## src/rtl/adsr_pkg.sv

```systemverilog
// Shared types and constants for the ADSR envelope core.
package adsr_pkg;

  localparam int unsigned ACC_W  = 24;
  localparam int unsigned FRAC_W = 8;

  localparam logic [ACC_W-1:0] LMAX = ACC_W'(32'd32767 << FRAC_W);

  typedef enum logic [2:0] {
    IDLE    = 3'd0,
    ATTACK  = 3'd1,
    DECAY   = 3'd2,
    SUSTAIN = 3'd3,
    RELEASE = 3'd4
  } env_state_t;

  // Negative control voltages clamp to zero.
  function automatic logic [14:0] cv_pos(input logic signed [15:0] cv);
    return cv[15] ? '0 : cv[14:0];
  endfunction

endpackage

```

## src/rtl/sample_tick.sv

```systemverilog
// Brings an asynchronous sample clock into the clk domain as a 1-cycle tick.
module sample_tick (
  input  logic clk,
  input  logic rst,
  input  logic sample_clk,
  output logic tick
);

  logic sync1, sync2, prev;

  always_ff @(posedge clk or posedge rst) begin
    if (rst) begin
      sync1 <= 1'b0;
      sync2 <= 1'b0;
      prev  <= 1'b0;
      tick  <= 1'b0;
    end else begin
      sync1 <= sample_clk;
      sync2 <= sync1;
      prev  <= sync2;
      tick  <= sync2 & ~prev;
    end
  end

endmodule

```

## src/rtl/adsr_envelope.sv

```systemverilog
// Gate-driven ADSR envelope generator; state advances once per audio sample tick.
module adsr_envelope
  import adsr_pkg::*;
#(
  parameter logic signed [15:0] GATE_HI   = 16'sd4000,
  parameter logic signed [15:0] GATE_LO   = 16'sd2000,
  parameter logic signed [15:0] EOC_LEVEL = 16'sd16384
) (
  input  logic               clk,
  input  logic               rst,
  input  logic               sample_clk,
  input  logic signed [15:0] sample_in0,
  input  logic signed [15:0] sample_in1,
  input  logic signed [15:0] sample_in2,
  input  logic signed [15:0] sample_in3,
  output logic signed [15:0] sample_out0,
  output logic signed [15:0] sample_out1,
  output logic signed [15:0] sample_out2,
  output logic signed [15:0] sample_out3
);

  logic tick;

  sample_tick u_tick (
    .clk        (clk),
    .rst        (rst),
    .sample_clk (sample_clk),
    .tick       (tick)
  );

  env_state_t        state_q, state_n;
  logic [ACC_W-1:0]  l_q, l_n;
  logic              gate_q, gate_n;
  logic              eoc_n;

  logic [16:0]         step_a, step_r;
  logic [ACC_W-1:0]    sus_l;
  logic [ACC_W:0]      att_sum;
  logic                att_full;
  logic signed [ACC_W:0] rel_diff;
  logic                rel_done, dec_done;
  env_state_t          rel_st;
  logic [ACC_W-1:0]    rel_l;

  always_comb begin
    step_a   = {2'b00, cv_pos(sample_in1)} + 17'd1;
    step_r   = {2'b00, cv_pos(sample_in2)} + 17'd1;
    sus_l    = {1'b0, cv_pos(sample_in3), 8'h00};
    att_sum  = {1'b0, l_q} + {8'h00, step_a};
    att_full = att_sum >= {1'b0, LMAX};
    rel_diff = $signed({1'b0, l_q}) - $signed({8'h00, step_r});
    rel_done = rel_diff <= 25'sd0;
    dec_done = rel_diff <= $signed({1'b0, sus_l});
    // Release may complete on the very tick the gate drops, from any stage.
    rel_st   = rel_done ? IDLE : RELEASE;
    rel_l    = rel_done ? '0 : rel_diff[ACC_W-1:0];
  end

  always_comb begin
    gate_n = gate_q;
    if (sample_in0 > GATE_HI)      gate_n = 1'b1;
    else if (sample_in0 < GATE_LO) gate_n = 1'b0;

    state_n = state_q;
    l_n     = l_q;
    eoc_n   = 1'b0;
    case (state_q)
      IDLE: begin
        l_n = '0;
        if (gate_n) begin
          state_n = ATTACK;
          l_n     = att_sum[ACC_W-1:0];
        end
      end
      ATTACK: begin
        if (!gate_n) begin
          state_n = rel_st; l_n = rel_l; eoc_n = rel_done;
        end else if (att_full) begin
          state_n = DECAY; l_n = LMAX;
        end else begin
          l_n = att_sum[ACC_W-1:0];
        end
      end
      DECAY: begin
        if (!gate_n) begin
          state_n = rel_st; l_n = rel_l; eoc_n = rel_done;
        end else if (dec_done) begin
          state_n = SUSTAIN; l_n = sus_l;
        end else begin
          l_n = rel_diff[ACC_W-1:0];
        end
      end
      SUSTAIN: begin
        if (!gate_n) begin
          state_n = rel_st; l_n = rel_l; eoc_n = rel_done;
        end else begin
          l_n = sus_l;
        end
      end
      RELEASE: begin
        if (gate_n) begin
          state_n = ATTACK;
          l_n     = att_full ? LMAX : att_sum[ACC_W-1:0];
        end else begin
          state_n = rel_st; l_n = rel_l; eoc_n = rel_done;
        end
      end
      default: begin
        state_n = IDLE;
        l_n     = '0;
      end
    endcase
  end

  always_ff @(posedge clk or posedge rst) begin
    if (rst) begin
      state_q     <= IDLE;
      l_q         <= '0;
      gate_q      <= 1'b0;
      sample_out0 <= '0;
      sample_out1 <= '0;
      sample_out2 <= '0;
      sample_out3 <= '0;
    end else if (tick) begin
      state_q     <= state_n;
      l_q         <= l_n;
      gate_q      <= gate_n;
      sample_out0 <= $signed(l_n[ACC_W-1:FRAC_W]);
      sample_out1 <= gate_n ? EOC_LEVEL : '0;
      sample_out2 <= 16'sd32767 - $signed(l_n[ACC_W-1:FRAC_W]);
      sample_out3 <= eoc_n ? EOC_LEVEL : '0;
    end
  end

endmodule

```

## config.mk

```make
export PLATFORM = sky130hd
export DESIGN_NAME = adsr_envelope
export DESIGN_NICKNAME = d
export VERILOG_FILES = /design/src/rtl/adsr_pkg.sv /design/src/rtl/sample_tick.sv /design/src/rtl/adsr_envelope.sv
export SDC_FILE = /design/constraint.sdc
export NUM_CORES = 1
export LEC_CHECK = 0
export ABC_AREA = 1
export BUFFER_PORTS_ARGS = -buffer_cell sky130_fd_sc_hd__buf_2
export CORE_MARGIN = 4
export CORE_UTILIZATION = 59
export CTS_BUF_LIST = sky130_fd_sc_hd__clkbuf_4 sky130_fd_sc_hd__clkbuf_8
export CTS_CLUSTER_SIZE = 12
export DETAILED_ROUTE_END_ITERATION = 7
export PLACE_DENSITY = 0.94
export SLEW_MARGIN = 25
export SYNTH_ARGS = -nofsm -noshare
export SYNTH_HDL_FRONTEND = slang
export SYNTH_SLANG_ARGS = --single-unit
export TNS_END_PERCENT = 1
```

## constraint.sdc

```tcl
create_clock -name clk -period 4.73 [get_ports clk]
set_input_delay 0.2365 -clock clk [delete_from_list [all_inputs] [get_ports clk]]
set_output_delay 0.2365 -clock clk [all_outputs]
set_load 0.05 [all_outputs]
```

==> impl_metrics.toml <==
[status]
outcome = "complete, no violations"

[setup_path]
worstPathRequired_ns = 4.94
crit_arrival_ns = 4.48
crit_path_max_fanout = 17
worst_setup_path_start_kind = "flop"
critical_path_class = "flop to flop"
critPathSlowestCell = "sky130_fd_sc_hd__dfrtp_1"
cp_slowest_stage_delay_ns = 0.44
worst_setup_path_end_kind = "flop"
critical-path-top-cell-by-count = "sky130_fd_sc_hd__nand2_1"

[finish]
seqCellArea_um2 = 1200
fill_cells = 1050
multi_input_comb_area_um2 = 4510
syn_to_final_growth_pct = 7.50
drive_above_1_share_pct = 15.4
insertedDiodeCount = 0
nets = 1295

[grt]
grt.overflow.total = 0
first_global_vias = 6633
grt_util_met3_pct = 5.07
grtUsageMet2_pct = 48.6
grt_antenna_before_repair = 0
globalRouteMet1Util_pct = 44.2
grt_first_pass_wirelength_um = 33100
global_route.usage.total_pct = 31.4
global_route.peak_usage_layer = "met2"
grt_max_degree = 49

[clocking]
cts_buffers = 5
cts_hold_buffers = 0
clk_pin_slew_ns = 0.10
clockRootBuffer = "sky130_fd_sc_hd__clkbuf_8"
tritoncts = "done"
post-cts-setup-buffer-count = 0
numClockSinks = 48
worstSkewPairLatency_ns = 0.31
cts_max_level = 2
post_cts_resized = 0
number_of_buffers_on_the_longest_clock_path = 2

[sta]
final_period_minus_worst_setup_slack_ns = 4.27
finalSetupViolations = 0
period_share_pct = 90.3
worst_slew_margin_rel_pct = 35.7
rsz0062_at_grt = "no"
worst_slew_pin_slew_ns = 0.961
maxSlewViolCount = 0
final.setup.tns_ns = 0
fin_worst_skew_ns = 0.00875
timing.fmax_ghz = 0.234
timing_hold_violations_final = 0

[yosys]
yosysSeqAreaShare_pct = 18.0
synth_top_cells_by_area = "sky130_fd_sc_hd__nand2_1 21%, sky130_fd_sc_hd__dfrtp_1 18%, sky130_fd_sc_hd__nand3_1 8.7%"
synth_commonest_cells = "375 x sky130_fd_sc_hd__nand2_1, 119 x sky130_fd_sc_hd__inv_1, 116 x sky130_fd_sc_hd__nand3_1"
post_synth_edffs = 0
dominantRegCellSynth = "sky130_fd_sc_hd__dfrtp_1"
synth_most_common_cell = "sky130_fd_sc_hd__nand2_1"
synth.avg_cell_area_um2 = 5.99
synth-seq-cells = 48
synth-async-reset-ratio_pct = 100
post_synth_inst_count = 1113
synthDistinctLibCells = 52
proportion_of_netlist_area_held_by_the_largest_area_contributor_pct = 21.1
syn-cell-area_um2 = 6670
synth-warning-count = 0
synth_top_cell_by_area = "sky130_fd_sc_hd__nand2_1"

[floorplan]
fp.coreArea_um2 = 10900
rows = 38
die_area_um2 = 13100
die-height_um = 114
top_level_ports = 131
dieWidth_um = 114
initial_utilization_pct = 61.0

[drt]
viasPerCell = 5.58
drc = 0
drt_pass1_iterations = 5
iter_0_drt_violations = 835
ant_nets = 0
totalWireLength_um = 20600
drt-wirelength-per-cell_um = 15.6
routed-via-count = 7393

[hold_path]
hold_class = "input pin to flop"

[placed_design]
finalWeightedCongestion = 1.05
dpl.hpwl_um = 16700
numPortBuffers = 100

[job]
maxCapViolations = 0
worst paths after layout:
| check | from | end | slack, ns | cells after the start |
|---|---|---|---|---|
| max | l_q[0] | sample_out2[8] | 0.46 | 31 |
| min | sample_clk | u_tick.sync1 | 0.03 | 1 |
| max reg2reg | l_q[0] | sample_out2[8] | 0.46 | 31 |
| min reg2reg | u_tick.sync1 | u_tick.sync2 | 0.36 | 0 |
| max in group asynchronous | rst | l_q[1] | 4.12 | 2 |
| min in group asynchronous | rst | sample_out0[4] | 0.06 | 2 |
placed cells by master (no fill, tap or decap), types with 3 or more instances in the layout:
master	n
sky130_fd_sc_hd__o21ai_0	29
sky130_fd_sc_hd__inv_2	13
sky130_fd_sc_hd__nand3_1	116
sky130_fd_sc_hd__buf_4	20
sky130_fd_sc_hd__clkbuf_8	6
sky130_fd_sc_hd__o21ai_1	7
sky130_fd_sc_hd__nand4_1	30
sky130_fd_sc_hd__xor2_1	21
sky130_fd_sc_hd__nor2_1	84
sky130_fd_sc_hd__dfrtp_1	47
sky130_fd_sc_hd__a21oi_1	48
sky130_fd_sc_hd__nand2_1	375
sky130_fd_sc_hd__nand2_4	3
sky130_fd_sc_hd__nand3b_1	4
sky130_fd_sc_hd__nor3_2	4
sky130_fd_sc_hd__nand2_2	10
sky130_fd_sc_hd__o211ai_1	5
sky130_fd_sc_hd__buf_2	100
sky130_fd_sc_hd__xor2_2	3
sky130_fd_sc_hd__ha_1	43
sky130_fd_sc_hd__a21o_1	5
sky130_fd_sc_hd__nor4_1	3
sky130_fd_sc_hd__xnor2_1	12
sky130_fd_sc_hd__nor3_1	9
sky130_fd_sc_hd__clkinv_1	3
sky130_fd_sc_hd__conb_1	30
sky130_fd_sc_hd__nand3_2	5
sky130_fd_sc_hd__inv_1	118
registers in the layout (all words and copies together), names as in the netlist:
signal,cells
sample_out0,16
u_tick.sync2,1
sample_out2,15
u_tick.sync1,1
state_q,3
u_tick.prev,1
l_q,8
sample_out3,1
u_tick.tick,1
sample_out1,1
final cells by class:
type / count / share of cell area [%]
clock inverter: 2 / 0.541
sequential: 48 / 16.8
multi-input combinational: 872 / 62.9
inverter: 136 / 7.15
tap: 140 / 2.44
clock buffer: 6 / 1.15
timing repair buffer: 120 / 9.07
cell families after synthesis:
| logic type | count (synthesis) | share of synthesized area [%] |
|---|---|---|
| AND/OR/NAND/NOR | 656 | 43.2 |
| AO/OA/AOI/OAI | 105 | 8.99 |
| XOR/XNOR | 36 | 5.06 |
| adder cells (fa/ha/maj) | 45 | 8.67 |
| flip-flops | 48 | 18.0 |
| other | 1 | 0.0562 |
| buffers and inverters | 222 | 16.0 |
critical path, delay by kind of cell, from the launching register on:
family / cells / cell delay (ns)
adders and majority gates: 3 / 0.91
buffers and inverters: 3 / 0.23
DFF: 1 / 0.44
and+or+nand+nor: 23 / 2.36
AOI/OAI and AO/OA: 2 / 0.24
metrics by stage:
| stage | cells | util (%) | area, um2 | hold WS [ns] | worst slack (ns) |
|---|---|---|---|---|---|
| 2_1_floorplan | 1142 | - | 6780 | 0.268 | 1.01 |
| 3_3_place_gp | 1316 | 64.4 | 7050 | 0.345 | 0.338 |
| 3_5_place_dp | 1316 | 64.4 | 7050 | 0.344 | 0.319 |
| 4_1_cts | 1324 | 65.5 | 7170 | 0.0345 | 0.508 |
| 5_1_grt | 1324 | 65.6 | 7170 | 0.0187 | 0.0221 |
| 6_report | 1324 | 65.6 | 7170 | 0.0311 | 0.460 |
layer usage:
layer	vias to the layer above	wire length [um]	part of all wire, %
met1	3287	8490	41
met5	-	0	0
met2	421	9110	44
li1	3622	-	-
met4	0	776	3.8
met3	63	2260	11
Power is not shown: default switching activity piles up to over one toggle a cycle in this logic, so the estimate is an artifact.
